**src/rtl/sram_mem_controller_pkg.sv**
```systemverilog
// Shared types and constants for the MEM-stage SRAM controller: FSM state
// encoding, default base address and bus widths.
package sram_mem_controller_pkg;

  typedef enum logic [1:0] {
    ST_IDLE = 2'd0,
    ST_LO   = 2'd1,
    ST_HI   = 2'd2,
    ST_DONE = 2'd3
  } state_t;

  localparam int unsigned BASE_ADDR_DEF = 1024;
  localparam int          SRAM_AW_DEF   = 18;
  localparam int          SRAM_DW       = 16;
  localparam int          CPU_DW        = 32;

endpackage

```
**src/rtl/sram_mem_controller_if.sv**
```systemverilog
// Bundles the CPU-side MEM request and the SRAM pad signals of the controller.
interface sram_mem_controller_if #(
  parameter int AW = sram_mem_controller_pkg::SRAM_AW_DEF
) ();
  import sram_mem_controller_pkg::*;

  // Handshake: the requester raises rd_en or wr_en and holds it until ready=1;
  // ready stays 0 while an access is in flight and returns to 1 in the final
  // cycle of that access, after which the next request may be presented.
  logic              rd_en;
  logic              wr_en;
  logic [CPU_DW-1:0] address;
  logic [CPU_DW-1:0] write_data;
  logic [CPU_DW-1:0] read_data;
  logic              ready;

  logic [AW-1:0]      sram_addr;
  logic [SRAM_DW-1:0] sram_dq_out;
  logic [SRAM_DW-1:0] sram_dq_in;
  logic               sram_dq_oe;
  logic               sram_we_n;

  modport master (
    output rd_en, wr_en, address, write_data, sram_dq_in,
    input  read_data, ready, sram_addr, sram_dq_out, sram_dq_oe, sram_we_n
  );

  modport slave (
    input  rd_en, wr_en, address, write_data, sram_dq_in,
    output read_data, ready, sram_addr, sram_dq_out, sram_dq_oe, sram_we_n
  );

endinterface

```
**src/rtl/sram_mem_controller_phase_counter.sv**
```systemverilog
// Cycle counter for one 16-bit SRAM phase; flags the last cycle of the phase.
module sram_mem_controller_phase_counter #(
  parameter int WAIT_CYCLES = 3
) (
  input  logic clk,
  input  logic rst,
  input  logic clr_i,
  output logic tc_o
);

  localparam int            CW   = $clog2(WAIT_CYCLES);
  localparam logic [CW-1:0] LAST = CW'(WAIT_CYCLES - 1);

  logic [CW-1:0] cnt_q, cnt_d;

  assign tc_o  = (cnt_q == LAST);
  assign cnt_d = clr_i ? '0 : cnt_q + CW'(1);

  always_ff @(posedge clk or negedge rst) begin
    if (!rst) begin
      cnt_q <= '0;
    end else begin
      cnt_q <= cnt_d;
    end
  end

endmodule

```
**src/rtl/sram_mem_controller.sv**
```systemverilog
// MEM-stage controller that moves one 32-bit word per access to a 16-bit
// asynchronous SRAM as a low half then a high half, stalling the pipeline.
module sram_mem_controller
  import sram_mem_controller_pkg::*;
#(
  parameter int unsigned BASE_ADDR   = BASE_ADDR_DEF,
  parameter int          WAIT_CYCLES = 3,
  parameter int          SRAM_AW     = SRAM_AW_DEF
) (
  input  logic                  clk,
  input  logic                  rst,
  sram_mem_controller_if.slave  bus,
  output state_t                state_o
);

  state_t              state_q, state_d;
  logic                is_wr_q, is_wr_d;
  logic [SRAM_AW-2:0]  hw_q, hw_d;
  logic [CPU_DW-1:0]   wdata_q, wdata_d;
  logic [CPU_DW-1:0]   rdata_q, rdata_d;

  logic                req;
  logic                cnt_clr;
  logic                cnt_tc;
  logic                in_phase;
  logic [CPU_DW-1:0]   off;
  logic                unused_off_bits;

  assign req = bus.rd_en | bus.wr_en;

  // Word index inside the SRAM window; byte-lane bits and bits above the
  // SRAM's reach are dropped, so addresses alias modulo the SRAM size.
  assign off             = bus.address - BASE_ADDR;
  assign unused_off_bits = ^{off[CPU_DW-1:SRAM_AW+1], off[1:0]};

  sram_mem_controller_phase_counter #(
    .WAIT_CYCLES(WAIT_CYCLES)
  ) u_phase_cnt (
    .clk   (clk),
    .rst   (rst),
    .clr_i (cnt_clr),
    .tc_o  (cnt_tc)
  );

  always_ff @(posedge clk or negedge rst) begin
    if (!rst) begin
      state_q <= ST_IDLE;
      is_wr_q <= 1'b0;
      hw_q    <= '0;
      wdata_q <= '0;
      rdata_q <= '0;
    end else begin
      state_q <= state_d;
      is_wr_q <= is_wr_d;
      hw_q    <= hw_d;
      wdata_q <= wdata_d;
      rdata_q <= rdata_d;
    end
  end

  always_comb begin
    state_d = state_q;
    is_wr_d = is_wr_q;
    hw_d    = hw_q;
    wdata_d = wdata_q;
    rdata_d = rdata_q;
    cnt_clr = 1'b1;
    case (state_q)
      ST_IDLE: begin
        if (req) begin
          state_d = ST_LO;
          is_wr_d = bus.wr_en;
          hw_d    = off[SRAM_AW:2];
          wdata_d = bus.write_data;
        end
      end
      ST_LO: begin
        // Clearing on the terminal count restarts the counter for the HI phase.
        cnt_clr = cnt_tc;
        if (cnt_tc) begin
          state_d = ST_HI;
          if (!is_wr_q) rdata_d[SRAM_DW-1:0] = bus.sram_dq_in;
        end
      end
      ST_HI: begin
        cnt_clr = cnt_tc;
        if (cnt_tc) begin
          state_d = ST_DONE;
          if (!is_wr_q) rdata_d[CPU_DW-1:SRAM_DW] = bus.sram_dq_in;
        end
      end
      ST_DONE: begin
        state_d = ST_IDLE;
      end
      default: begin
        state_d = ST_IDLE;
      end
    endcase
  end

  assign in_phase = (state_q == ST_LO) || (state_q == ST_HI);

  // The strobe rises in the last cycle of each phase so address and data are
  // held stable across the SRAM's write-end edge.
  always_comb begin
    bus.sram_addr   = '0;
    bus.sram_dq_out = '0;
    bus.sram_dq_oe  = 1'b0;
    bus.sram_we_n   = 1'b1;
    if (in_phase) begin
      bus.sram_addr = {hw_q, (state_q == ST_HI)};
      if (is_wr_q) begin
        bus.sram_dq_oe  = 1'b1;
        bus.sram_dq_out = (state_q == ST_HI) ? wdata_q[CPU_DW-1:SRAM_DW]
                                             : wdata_q[SRAM_DW-1:0];
        bus.sram_we_n   = cnt_tc;
      end
    end
  end

  assign bus.ready     = ~req | (state_q == ST_DONE);
  assign bus.read_data = rdata_q;
  assign state_o       = state_q;

endmodule

```
**src/flat_wrapper.sv**
```systemverilog
// flat-port wrapper written by rule: the top's interface ports become plain ports
module sram_mem_controller_flat import sram_mem_controller_pkg::*;
#(
  parameter int unsigned BASE_ADDR   = BASE_ADDR_DEF,
  parameter int          WAIT_CYCLES = 3,
  parameter int          SRAM_AW     = SRAM_AW_DEF
)
  (clk, rst, state_o, bus_rd_en, bus_wr_en, bus_address, bus_write_data, bus_sram_dq_in, bus_read_data, bus_ready, bus_sram_addr, bus_sram_dq_out, bus_sram_dq_oe, bus_sram_we_n);
  sram_mem_controller_if #(.AW(18)) bus_i ();
  input  logic clk;
  input  logic rst;
  output state_t state_o;
  input wire logic [$bits(bus_i.rd_en)-1:0] bus_rd_en;
  input wire logic [$bits(bus_i.wr_en)-1:0] bus_wr_en;
  input wire logic [$bits(bus_i.address)-1:0] bus_address;
  input wire logic [$bits(bus_i.write_data)-1:0] bus_write_data;
  input wire logic [$bits(bus_i.sram_dq_in)-1:0] bus_sram_dq_in;
  output wire logic [$bits(bus_i.read_data)-1:0] bus_read_data;
  output wire logic [$bits(bus_i.ready)-1:0] bus_ready;
  output wire logic [$bits(bus_i.sram_addr)-1:0] bus_sram_addr;
  output wire logic [$bits(bus_i.sram_dq_out)-1:0] bus_sram_dq_out;
  output wire logic [$bits(bus_i.sram_dq_oe)-1:0] bus_sram_dq_oe;
  output wire logic [$bits(bus_i.sram_we_n)-1:0] bus_sram_we_n;
  assign bus_i.rd_en = bus_rd_en;
  assign bus_i.wr_en = bus_wr_en;
  assign bus_i.address = bus_address;
  assign bus_i.write_data = bus_write_data;
  assign bus_i.sram_dq_in = bus_sram_dq_in;
  assign bus_read_data = bus_i.read_data;
  assign bus_ready = bus_i.ready;
  assign bus_sram_addr = bus_i.sram_addr;
  assign bus_sram_dq_out = bus_i.sram_dq_out;
  assign bus_sram_dq_oe = bus_i.sram_dq_oe;
  assign bus_sram_we_n = bus_i.sram_we_n;
  sram_mem_controller #(.BASE_ADDR(BASE_ADDR), .WAIT_CYCLES(WAIT_CYCLES), .SRAM_AW(SRAM_AW)) u_core (.clk(clk), .rst(rst), .bus(bus_i), .state_o(state_o));
endmodule
```
**config.mk**
```make
export PLATFORM = sky130hd
export DESIGN_NAME = sram_mem_controller_flat
export DESIGN_NICKNAME = d
export VERILOG_FILES = /design/src/rtl/sram_mem_controller_pkg.sv /design/src/rtl/sram_mem_controller_if.sv /design/src/rtl/sram_mem_controller_phase_counter.sv /design/src/rtl/sram_mem_controller.sv /design/src/flat_wrapper.sv
export SDC_FILE = /design/constraint.sdc
export NUM_CORES = 1
export LEC_CHECK = 0
export BUFFER_PORTS_ARGS = -buffer_cell sky130_fd_sc_hd__buf_2
export CORE_UTILIZATION = 38
export CTS_CLUSTER_SIZE = 40
export DETAILED_ROUTE_END_ITERATION = 6
export GPL_ROUTABILITY_DRIVEN = 1
export PLACE_DENSITY = 0.75
export SLEW_MARGIN = 20
export SYNTH_ARGS = -nofsm -noshare
export SYNTH_HDL_FRONTEND = slang
export SYNTH_SLANG_ARGS = --single-unit
```
**constraint.sdc**
```tcl
create_clock -name clk -period 1.76 [get_ports clk]
set_clock_uncertainty 0.05 [all_clocks]
set_input_delay 0.352 -clock clk [delete_from_list [all_inputs] [get_ports clk]]
set_output_delay 0.352 -clock clk [all_outputs]
set_load 0.01 [all_outputs]
```
Word-level counts from Yosys, hierarchy flattened
Cells that the tools add are included.
{"block": "totals", "ff_bits": 86, "input_bits": 84, "out_inout_bits": 71, "word_cells": 41}
{"block": "op_classes", "addsub": 2, "n_eq_ne": 7, "n_mux": 14, "bitwise": 4, "reduce_logical": 7}
{"operator": "16-bit 2-to-1 mux", "count": 3}
{"operator": "19-bit by 11-bit subtractor with 19-bit output, second input constant", "count": 1}
{"operator": "18-bit 2-to-1 mux", "count": 1}
{"operator": "3-bit AND reduction", "count": 3}
{"operator": "2-bit 2-to-1 mux", "count": 4}
{"operator": "2-bit one-hot mux with 4 select lines", "count": 1}
{"operator": "2-bit == test, second input constant", "count": 3}
{"operator": "2-bit by 1-bit inequality test with 1-bit output, second input constant", "count": 3}
{"operator": "1-bit 2-to-1 mux", "count": 5}
{"operator": "2-bit by 1-bit adder with 2-bit output, second input constant", "count": 1}
{"operator": "2-bit by 1-bit == test with 1-bit output, second input constant", "count": 1}
{"operator": "2-bit zero test", "count": 1}
{"operator": "1-bit NOT", "count": 2}
{"operator": "1-bit bitwise OR", "count": 2}
{"operator": "2-bit AND reduction", "count": 1}
{"operator": "2-bit OR reduction", "count": 1}
{"operator": "1-bit logical OR", "count": 1}

Logic depth before layout (Yosys ltp)
Gate-level depths: netlist (run 1).
{"block": "logic_depth", "ltp_word": 4, "ltp_mapped": 7, "ltp_nobuf": 5}

Cells and area by module
A second synthesis (run 1) with hierarchy kept.
{"block": "unflattened", "hier_cells": 370, "area_unflattened_um2": 3773.6}
{"module": "sram_mem_controller", "instances": 1, "cells_per_inst": 364, "area_each_um2": 3699.8, "seq_area_each_um2": 2102.0}
{"module": "sram_mem_controller_phase_counter", "instances": 1, "cells_per_inst": 6, "area_each_um2": 73.8, "seq_area_each_um2": 50.0}

Worst setup path after synthesis (run 1)
Ideal clock, no wire load.
{"block": "synth_path", "path_type": "register to output", "from": "reg u_core.state_q[0], in the netlist u_core.state_o[0]", "to": "out bus_sram_dq_out[10]", "arrival_time_ns": 1.542, "t_required_ns": 1.358, "path_slack_ns": -0.184, "path_stages_with_launch": 7, "n_path_buf": 2, "path_cell_list": "dfrtp_1 > inv_1 > ha_1 > buf_2 > buf_2 > mux2i_1 > nor2_1"}
{"block": "synth_between", "elab_chain_cells": 4, "elab_cells_between_ends": 6, "cone_classes": "2 x eq/ne; 3 x mux; 1 x reduce/logical"}
{"item": "start, declared", "line": "sram_mem_controller.sv:16", "text": "state_t state_q, state_d;"}
{"item": "start signal, assigned", "line": "sram_mem_controller.sv:53", "text": "state_q <= state_d;"}
{"item": "2-bit == test", "line": "sram_mem_controller.sv:101, sram_mem_controller.sv:114"}
{"item": "16-bit 2-to-1 mux", "line": "sram_mem_controller.sv:114", "text": "bus.sram_dq_out = (state_q == ST_HI) ? wdata_q[CPU_DW-1:SRAM_DW]"}
{"item": "16-bit 2-to-1 mux", "line": "sram_mem_controller.sv:112", "text": "if (is_wr_q) begin"}
{"item": "16-bit 2-to-1 mux *", "line": "sram_mem_controller.sv:110", "text": "if (in_phase) begin"}
{"item": "end, declared", "line": "flat_wrapper.sv:21", "text": "output wire logic [$bits(bus_i.sram_dq_out)-1:0] bus_sram_dq_out;"}
Mark *: on every way between the ends. The rest lies on a longest branch, timed or not.

Worst setup path in the final report (run 1)
{"block": "layout_path", "from": "reg u_core.state_q[1], in the netlist u_core.state_o[1]", "to": "out bus_sram_dq_out[15]"}
Same word-level chain as after synthesis.

==> metrics, run 1 <==
Post-Route WL 8780 microns; Tcrit/Tclk final 114%; Vias/cell 4.68; Vert. Die Dim 102 microns; RSZ-0062 raised after global routing true; drt initial violations 84; post-route ant nets 0; Placed Cells 636; Final Total Pwr 10100 uW; Main synth FF type dfrtp_1; f_max 496 MHz; CTS max path bufs 2; count leader, synth nand2_1; Rel. slew slack 73.4%; # rows 35; largest net degree at the start of global routing 49; Synth Cell Area 3760 sq um; Hold Startpoint bus_write_data[28]; CTS clk-pin slew, worst paths 0.09 ns; CP endpoint kind output pin; sw power 3740 uW; yosys warns 0; Die Wd 102 microns; Post-synth EDFFs 0; clk_lat worst skew 0.34 ns; DRT Pass-1 Iters 4; Sw Share 36.9%; number of global-route vias before repair 3103; syn avg cell area 10.2 sq um; Num CTS Buffers 9; routed len/inst 13.4 microns; Hold Crit Depth 3; CTS tree done; routed vias 3067; count of cell types in the netlist 27; syn nets 459; instance count of the mapped netlist 369; PD cells 1950 nW/um^2; sequential area share after synthesis 57.2%; reg2reg setup slack 0.02 ns; Worst Tran Pin Value 0.397 ns; core area 9420 sq um; initial antenna violation count 0; cell depth of the worst flop-to-flop path 6; Worst Path Class, Setup register to output pin; Data arrival, critical path 1.61 ns; post-synthesis register bit count 86; Worst Setup Slack, final -0.254 ns; Critical-path top delay cell dfrtp_1; clk root buf clkbuf_8; dpl ws -0.0193 ns; post-synth top area share 57.2%; post-layout min period 2.01 ns; crit path cell chain buf_6 > ha_4 > buf_4 > mux2i_1 > nor2_1 > buf_2; Max-Cap Viols 0; htree depth 3; ANT cells 0; Port-buffer cells 139; share of layout cells above drive strength 1 43.8%; Async SR Flop Fraction 100%; I/O pin count 155; Area growth, synth to finish 37.9%; Finished Cell Area 5190 sq um; first-pass GRT wire length 14200 microns; register share of total power 34.3%; gp weighted congestion 0.765; Hold Path Class input port to register; outcome finished with violations; Power Internal 6380 uW; failing checks negative setup slack; clock sinks 86; Crit Path Max Fanout 6; nets 612; Worst Path Required 1.36 ns; Clock power frac 17.1%; Logic pwr share 48.6%; Reg-to-Reg Start u_core.state_o[1]$_DFFE_PN0P_; largest vdd supply drop 0.719 mV; Hold EP u_core.wdata_q[28]$_DFFE_PN0P_; Static Leak 0.00269 uW; Reg-to-Reg End u_core.state_o[1]$_DFFE_PN0P_; DRC 0; crit start category register; delay of the slowest critical-path stage 0.43 ns; count of final setup violators 37; top area cells in the synthesized netlist dfrtp_1 57%, nand2_1 13%, mux2_2 9.9%; Hold Fails Final Rpt 0; cell area after placement 4780 sq um; Detailed Place HPWL 6360 microns; synth cell count leaders 130 x nand2_1, 86 x dfrtp_1, 33 x mux2_2, 25 x nor2_1, 17 x and2_1; total track usage 17.7%; Final Max Slew Viols 0; Post-Layout Cell Count 656; post-synth top area cell dfrtp_1; Initial Util 40.0%; GRT overflow 0; Die ar. 10300 sq um
cell usage in the layout (no fill, tap or decap), drive strengths merged:
cell type / Yosys / routed
and2: 17 / 17
o31ai: 3 / 3
or2: 2 / 2
mux2i: 16 / 16
clkbuf: 12 / 9
buf: 5 / 158
nor2b: 2 / 2
ha: 6 / 6
dfrtp: 86 / 86
nand2b: 1 / 1
or3b: 1 / 1
dlygate4sd3: 0 / 1
o32a: 1 / 1
nand2: 130 / 130
a2bb2oi: 1 / 1
o21ai: 7 / 7
nor2: 25 / 25
bufinv: 0 / 3
xnor2: 2 / 2
or4: 3 / 3
o21a: 1 / 1
nor3b: 1 / 1
a31oi: 5 / 5
mux2: 33 / 33
inv: 6 / 10
or3: 3 / 3
per-stage QoR:
| step | TNS, ns | hold slack [ns] | utilization (%) |
|---|---|---|---|
| after global placement | 0 | 0.241 | 50.8 |
| after global routing | -9.63 | 0.118 | 55.1 |
| after floorplan | 0 | 0.00641 | - |
| after CTS | -7.59 | 0.116 | 54.6 |
| final | -6.82 | 0.140 | 55.1 |
| after detailed placement | -0.0329 | 0.239 | 50.8 |
cell families (layout without fill, tap and decap cells):
kind of cell | count (synthesis) | count (layout) | share of synthesized area (%)
mux | 49 | 49 | 14.1
xor+xnor | 2 | 2 | 0.466
fa+ha+maj | 6 | 6 | 1.99
simple gates | 185 | 185 | 20.7
flops | 86 | 86 | 57.2
buf+inv | 23 | 181 | 2.43
compound gates | 18 | 18 | 3.06
flip-flops by register name, summed over array words and instances, names as in the netlist:
name,cells
u_core.wdata_q,32
u_core.is_wr_q,1
u_core.bus.read_data,32
u_core.state_o,2
u_core.hw_q,17
u_core.u_phase_cnt.cnt_q,2
power by group through the flow:
stage | logic (uW) | clock network, uW | registers, uW
2_1_floorplan | 2470 | 0 | 3590
3_3_place_gp | 4340 | 0 | 3410
3_5_place_dp | 4440 | 0 | 3480
4_1_cts | 4830 | 1790 | 3440
5_1_grt | 5460 | 1860 | 3580
6_report | 4910 | 1730 | 3470
cell type report:
cell class / instances / area, sq um
flip-flops and latches: 86 / 2150
multi-input cells: 260 / 1610
repair buffers: 159 / 996
clock inverters: 7 / 128
clock buffers: 9 / 124
well taps: 129 / 161
inverters: 6 / 22.5
fillers: 840 / 4220
critical path, delay by kind of cell, from the launching register on:
kind / cells / cell delay (ns)
flops: 1 / 0.43
mux: 1 / 0.12
fa+ha+maj: 1 / 0.17
buf+inv: 3 / 0.46
simple gates: 1 / 0.10
routing by layer:
metal	track usage (%)	wire length, microns	share of wire, %
met3	3.66	466	5.3
met1	22.0	3940	45
met4	6.47	119	1.4
met2	30.2	4240	48
met5	0	6	0.068
worst max path at each step:
stage / startpoint / endpoint / slack, ns / cells past startpoint
finish: u_core.state_o[1]$_DFFE_PN0P_ / bus_sram_dq_out[15] / -0.25 / 6
global route: u_core.state_o[1]$_DFFE_PN0P_ / bus_sram_dq_out[8] / -0.33 / 6
CTS: u_core.state_o[1]$_DFFE_PN0P_ / bus_sram_dq_out[15] / -0.28 / 6
detailed placement: bus_address[10] / u_core.hw_q[16]$_DFFE_PN0P_ / -0.02 / 6
global placement: bus_address[10] / u_core.hw_q[16]$_DFFE_PN0P_ / 0.01 / 6
floorplan: u_core.state_o[0]$_DFFE_PN0P_ / bus_sram_dq_out[11] / 0.006 / 6
timing repair:
item	CTS	global route
setup endpoints to repair	37	38
hold buffers	1	0
setup buffers	2	1
endpoints found under the hold margin	25	0
pin swaps	1	1
gates resized for setup	17	14
Note: power is estimated with default switching activity, not from simulation.
==> inputs of run 2 (changes only) <==
--- a/config.mk
+++ b/config.mk
@@ -6,11 +6,13 @@
 export NUM_CORES = 1
 export LEC_CHECK = 0
 export BUFFER_PORTS_ARGS = -buffer_cell sky130_fd_sc_hd__buf_2
+export CAP_MARGIN = 20
 export CORE_UTILIZATION = 38
 export CTS_CLUSTER_SIZE = 40
 export DETAILED_ROUTE_END_ITERATION = 6
 export GPL_ROUTABILITY_DRIVEN = 1
-export PLACE_DENSITY = 0.75
+export GPL_TIMING_DRIVEN = 0
+export PLACE_DENSITY_LB_ADDON = 0.2
 export SLEW_MARGIN = 20
 export SYNTH_ARGS = -nofsm -noshare
 export SYNTH_HDL_FRONTEND = slang
==> metrics, run 2 (synthesis gave the netlist of run 1 again) <==
outcome finished with violations (unchanged); failing checks negative setup slack (unchanged); most common cell after layout, fill and taps aside nand2_1 (was buf_2); clk root buf clkbuf_8 (unchanged); total track usage 19.4% (was 17.7%); Die ar. 10300 sq um (unchanged); Area growth, synth to finish 49.3% (was 37.9%); Tcrit/Tclk final 119% (was 114%); drt initial violations 71 (was 84); PD cells 2060 nW/um^2 (was 1950 nW/um^2); Vert. Die Dim 102 microns (unchanged); CTS clk-pin slew, worst paths 0.10 ns (was 0.09 ns); CP endpoint kind output pin (unchanged); most frequent cells in the layout 127 x nand2_1, 118 x buf_2, 85 x dfrtp_1 (was 132 x buf_2, 128 x nand2_1, 86 x dfrtp_1); Num CTS Buffers 9 (unchanged); largest vdd supply drop 1.06 mV (was 0.719 mV); GRT overflow 0 (unchanged); CTS tree done (unchanged); Hold Fails Final Rpt 0 (unchanged); Die Wd 102 microns (unchanged); Crit Path Max Fanout 7 (was 6); Vias/cell 4.64 (was 4.68); # rows 35 (unchanged); count of final setup violators 36 (was 37); routed len/inst 14.7 microns (was 13.4 microns); Rel. slew slack 63.2% (was 73.4%); htree depth 3 (unchanged); Final Max Slew Viols 0 (unchanged); post-route ant nets 0 (unchanged); Worst Tran Pin Value 0.551 ns (was 0.397 ns); Data arrival, critical path 1.70 ns (was 1.61 ns); clk_lat worst skew 0.34 ns (about the same); f_max 476 MHz (was 496 MHz); Worst Path Class, Setup register to output pin (unchanged); first-pass GRT wire length 15100 microns (was 14200 microns); post-layout min period 2.10 ns (was 2.01 ns); share of layout cells above drive strength 1 49.5% (was 43.8%); setup TNS -10.53 ns (was -6.82 ns); routed vias 3129 (was 3067); Port-buffer cells 139 (unchanged); RSZ-0062 raised after global routing true (unchanged); largest net degree at the start of global routing 46 (was 49); gp weighted congestion 0.729 (was 0.765); Worst Setup Slack, final -0.340 ns (was -0.254 ns); I/O pin count 155 (unchanged); Static Leak 0.00286 uW (was 0.00269 uW); number of global-route vias before repair 3048 (was 3103); DRC 0 (unchanged); clock sinks 86 (unchanged); DRT Pass-1 Iters 4 (unchanged); ANT cells 0 (unchanged); Detailed Place HPWL 6340 microns (was 6360 microns); nets 631 (was 612); crit start category register (unchanged); Post-Route WL 9950 microns (was 8780 microns); reg2reg setup slack 0.04 ns (was 0.02 ns); CTS max path bufs 2 (unchanged); Max-Cap Viols 0 (unchanged); Hold Path Class input port to register (unchanged); Worst Path Required 1.36 ns (about the same); core area 9420 sq um (unchanged); Initial Util 40.0% (unchanged); Finished Core Util 59.7% (was 55.1%); initial antenna violation count 1 (was 0)
-- run 2: changes by cell type in the layout (fill, tap and decap cells not counted), sizes merged, moves of 2 or more --
cell	previous run	this run
clkbuf	9	24
clkinv	0	2
inv	10	7
buf	158	162
-- run 2: area by class of cell --
| cell class | instances | area, sq um |
|---|---|---|
| Clock inverter | 6 | 93.8 |
| Tap cell | 129 | 161 |
| Fill cell | 839 | 3800 |
| Clock buffer | 10 | 138 |
| Inverter | 6 | 22.5 |
| Buffer | 16 | 190 |
| Sequential cell | 86 | 2150 |
| Timing Repair Buffer | 161 | 1110 |
| Multi-Input combinational cell | 261 | 1750 |
-- run 2: report_power, final --
part | internal (uW) | total (uW) | leakage, uW | switching, uW
clock network | 849 | 1580 | 0.000113 | 735
logic | 3550 | 6480 | 0.00172 | 2930
registers | 2960 | 3520 | 0.00103 | 562
-- run 2: repair_timing --
action,4_1_cts,5_1_grt
cloned,2,3
hold buffers,1,0
setup buffers,15,2
pin swaps,3,6
endpoints found under the setup margin,93,99
resized for setup,67,54
hold endpoints to repair,41,0
-- run 2: critical path: stages, from the launching register on --
cell	delay, ns
dfrtp_2	0.43
inv_2	0.07
ha_4	0.32
clkbuf_16	0.17
clkbuf_16	0.14
and2_4	0.14
buf_6	0.09
-- run 2: worst paths after layout --
check / from / to / cells past startpoint
worst min-delay path: bus_write_data[6] / u_core.wdata_q[6]$_DFFE_PN0P_ / 3
worst max-delay path: u_core.state_o[1]$_DFFE_PN0P_ / bus_sram_addr[14] / 6
worst min register to register: u_core.u_phase_cnt.cnt_q[0]$_DFF_PN0_ / u_core.u_phase_cnt.cnt_q[0]$_DFF_PN0_ / 1
max in group asynchronous: rst / u_core.state_o[1]$_DFFE_PN0P_ / 3
worst max register to register: u_core.state_o[1]$_DFFE_PN0P_ / u_core.state_o[1]$_DFFE_PN0P_ / 6
min in group asynchronous: rst / u_core.bus.read_data[3]$_DFFE_PN0P_ / 2
-- run 2: through the flow --
stage                     instances  hold slack, ns  total power, uW  worst slack [ns]  cell area (sq um)
final                           675           0.128            11600            -0.340               5620
after global routing            675           0.123            12400            -0.428               5620
after CTS                       672           0.113            10900            -0.349               5380
after detailed placement        638           0.328             7680            -0.342               4670
after global placement          637           0.363             7570            -0.472               4640
after floorplan                 369         0.00641             6060           0.00628               3780
-- run 2: routing by layer --
layer | wire length (microns) | track usage [%] | share of wire [%]
met4 | 123 | 6.91 | 1.2
met5 | 18 | 0 | 0.18
met3 | 504 | 4.00 | 5.1
met1 | 4290 | 24.3 | 43
met2 | 5010 | 33.1 | 50
==> inputs of run 3 (changes only) <==
--- a/config.mk
+++ b/config.mk
@@ -7,7 +7,9 @@
 export LEC_CHECK = 0
 export BUFFER_PORTS_ARGS = -buffer_cell sky130_fd_sc_hd__buf_2
 export CAP_MARGIN = 20
-export CORE_UTILIZATION = 38
+export CELL_PAD_IN_SITES_DETAIL_PLACEMENT = 0
+export CELL_PAD_IN_SITES_GLOBAL_PLACEMENT = 1
+export CORE_UTILIZATION = 32
 export CTS_CLUSTER_SIZE = 40
 export DETAILED_ROUTE_END_ITERATION = 6
 export GPL_ROUTABILITY_DRIVEN = 1
==> metrics, run 3 (synthesis gave the netlist of run 1 again) <==
outcome finished with violations (unchanged); failing checks negative setup slack (unchanged); f_max 485 MHz (was 476 MHz); Area growth, synth to finish 48.1% (was 49.3%); Crit Path Max Fanout 5 (was 7); RSZ-0062 raised after global routing true (unchanged); Tcrit/Tclk final 117% (was 119%); Final Max Slew Viols 0 (unchanged); Post-Layout Cell Count 685 (was 675); met3 Use GR 3.84% (was 4.00%); Hold Path Class input port to register (unchanged); clock sinks 86 (unchanged); Placed Cells 652 (was 638); Die ar. 12200 sq um (was 10300 sq um); Reg-to-Reg Start u_core.state_o[0]$_DFFE_PN0P_ (was u_core.state_o[1]$_DFFE_PN0P_); core area 11400 sq um (was 9420 sq um); post-layout min period 2.06 ns (was 2.10 ns); clk root buf clkbuf_16 (was clkbuf_8); Hold Crit Depth 3 (unchanged); Num CTS Buffers 9 (unchanged); Reg-to-Reg End u_core.state_o[1]$_DFFE_PN0P_ (unchanged); gp weighted congestion 0.723 (was 0.729); most frequent cells in the layout 127 x nand2_1, 118 x buf_2, 85 x dfrtp_1 (unchanged); crit path cell chain inv_2 > ha_4 > buf_12 > buf_12 > mux2i_1 > nor2_1 > buf_2 (was inv_2 > ha_4 > clkbuf_16 > clkbuf_16 > and2_4 > buf_6); Post-Route WL 9710 microns (was 9950 microns); busiest layer in global routing met2 (unchanged); nets 627 (was 631); PD cells 2110 nW/um^2 (was 2060 nW/um^2); first-pass GRT wire length 16400 microns (was 15100 microns); global routing usage on met2 27.3% (was 33.1%); Initial Util 33.0% (was 40.0%); initial antenna violation count 0 (was 1); Finished Cell Area 5580 sq um (was 5620 sq um); post-route ant nets 0 (unchanged); crit start category register (unchanged); Worst Path Required 1.36 ns (about the same); Die Wd 110 microns (was 102 microns); CTS tree done (unchanged); Worst Tran Pin Value 0.476 ns (was 0.551 ns); cell area after placement 4690 sq um (was 4670 sq um); DRT Pass-1 Iters 4 (unchanged); Vert. Die Dim 110 microns (was 102 microns); Worst path most repeated cell buf_12 (was clkbuf_16); CTS max path bufs 2 (unchanged); Critical-path top delay cell dfrtp_1 (was dfrtp_2); setup TNS -9.75 ns (was -10.53 ns); Rel. slew slack 68.3% (was 63.2%); CP endpoint kind output pin (unchanged); ANT cells 0 (unchanged); DRC 0 (unchanged); Vias/cell 4.52 (was 4.64); Worst Setup Slack, final -0.300 ns (was -0.340 ns); Data arrival, critical path 1.66 ns (was 1.70 ns); GRT overflow 0 (unchanged); cell depth of the worst flop-to-flop path 6 (unchanged); CTS clk-pin slew, worst paths 0.07 ns (was 0.10 ns); share of layout cells above drive strength 1 46.5% (was 49.5%); Hold EP u_core.wdata_q[27]$_DFFE_PN0P_ (was u_core.wdata_q[6]$_DFFE_PN0P_); Max-Cap Viols 0 (unchanged); Hold Startpoint bus_write_data[27] (was bus_write_data[6]); reg2reg setup slack 0.10 ns (was 0.04 ns); largest net degree at the start of global routing 55 (was 46); htree depth 3 (unchanged); Worst Path Class, Setup register to output pin (unchanged); total track usage 16.9% (was 19.4%); delay of the slowest critical-path stage 0.40 ns (was 0.43 ns); number of global-route vias before repair 3230 (was 3048); Static Leak 0.00287 uW (was 0.00286 uW); drt initial violations 99 (was 71); Min Hold Slack 0.151 ns (was 0.128 ns); count of final setup violators 36 (unchanged); Hold Fails Final Rpt 0 (unchanged); I/O pin count 155 (unchanged); clk_lat worst skew 0.33 ns (was 0.34 ns); routed len/inst 14.2 microns (was 14.7 microns); met1 Use GR 22.1% (was 24.3%); most common cell after layout, fill and taps aside nand2_1 (unchanged); routed vias 3099 (was 3129); # rows 39 (was 35); Port-buffer cells 139 (unchanged); largest vdd supply drop 0.778 mV (was 1.06 mV); Detailed Place HPWL 6670 microns (was 6340 microns)
## run 3: worst max path at each step
| stage | cells past startpoint | slack, ns | startpoint | to |
|---|---|---|---|---|
| finish | 7 | -0.30 | u_core.state_o[0]$_DFFE_PN0P_ | bus_sram_dq_out[9] |
| global route | 7 | -0.39 | u_core.state_o[0]$_DFFE_PN0P_ | bus_sram_dq_out[14] |
| CTS | 7 | -0.35 | u_core.state_o[1]$_DFFE_PN0P_ | bus_sram_dq_out[12] |
| detailed placement | 6 | -0.41 | u_core.state_o[0]$_DFFE_PN0P_ | bus_sram_addr[7] |
| global placement | 1 | -0.52 | rst | u_core.wdata_q[6]$_DFFE_PN0P_ |
| floorplan | 6 | 0.006 | u_core.state_o[0]$_DFFE_PN0P_ | bus_sram_dq_out[11] |
## run 3: final cells by class
cell class                      instances  area (sq um)
Fill cell                            1102          5840
Sequential cell                        86          2150
Multi-Input combinational cell        260          1640
Timing Repair Buffer                  158          1060
Clock buffer                            9           225
Tap cell                              143           179
Buffer                                 16           160
Clock inverter                          7           126
Inverter                                6          27.5
## run 3: layer usage
metal	up-vias	routed length [microns]
li1	1533	-
met1	1459	4420
met2	97	4590
met3	10	548
met4	0	143
met5	-	0
## run 3: what timing repair did
| item | CTS | global route |
|---|---|---|
| hold buffers | 1 | 0 |
| setup buffers | 12 | 2 |
| pin swaps | 4 | 4 |
| endpoints found under the hold margin | 32 | 0 |
| gates cloned | 3 | 0 |
| endpoints found under the setup margin | 93 | 96 |
| gates resized for setup | 66 | 36 |
## run 3: critical path, delay by kind of cell (launching register included)
family / cells / cell delay, ns
mux: 1 / 0.19
buf+inv: 4 / 0.48
flops: 1 / 0.40
fa+ha+maj: 1 / 0.20
simple gates: 1 / 0.05
## run 3: stage by stage
stage / setup slack [ns] / util (%) / power, uW
after floorplan: 0.00628 / - / 6060
after global placement: -0.521 / 40.8 / 7650
after detailed placement: -0.414 / 41.0 / 7740
after CTS: -0.354 / 48.2 / 11600
after global routing: -0.393 / 48.8 / 12600
final: -0.300 / 48.8 / 11700
## run 3: report_power, final
group	internal, uW	switching, uW	total (uW)
registers	2970	512	3480
clock network	1410	812	2220
logic	3300	2740	6040
total	7680	4060	11700
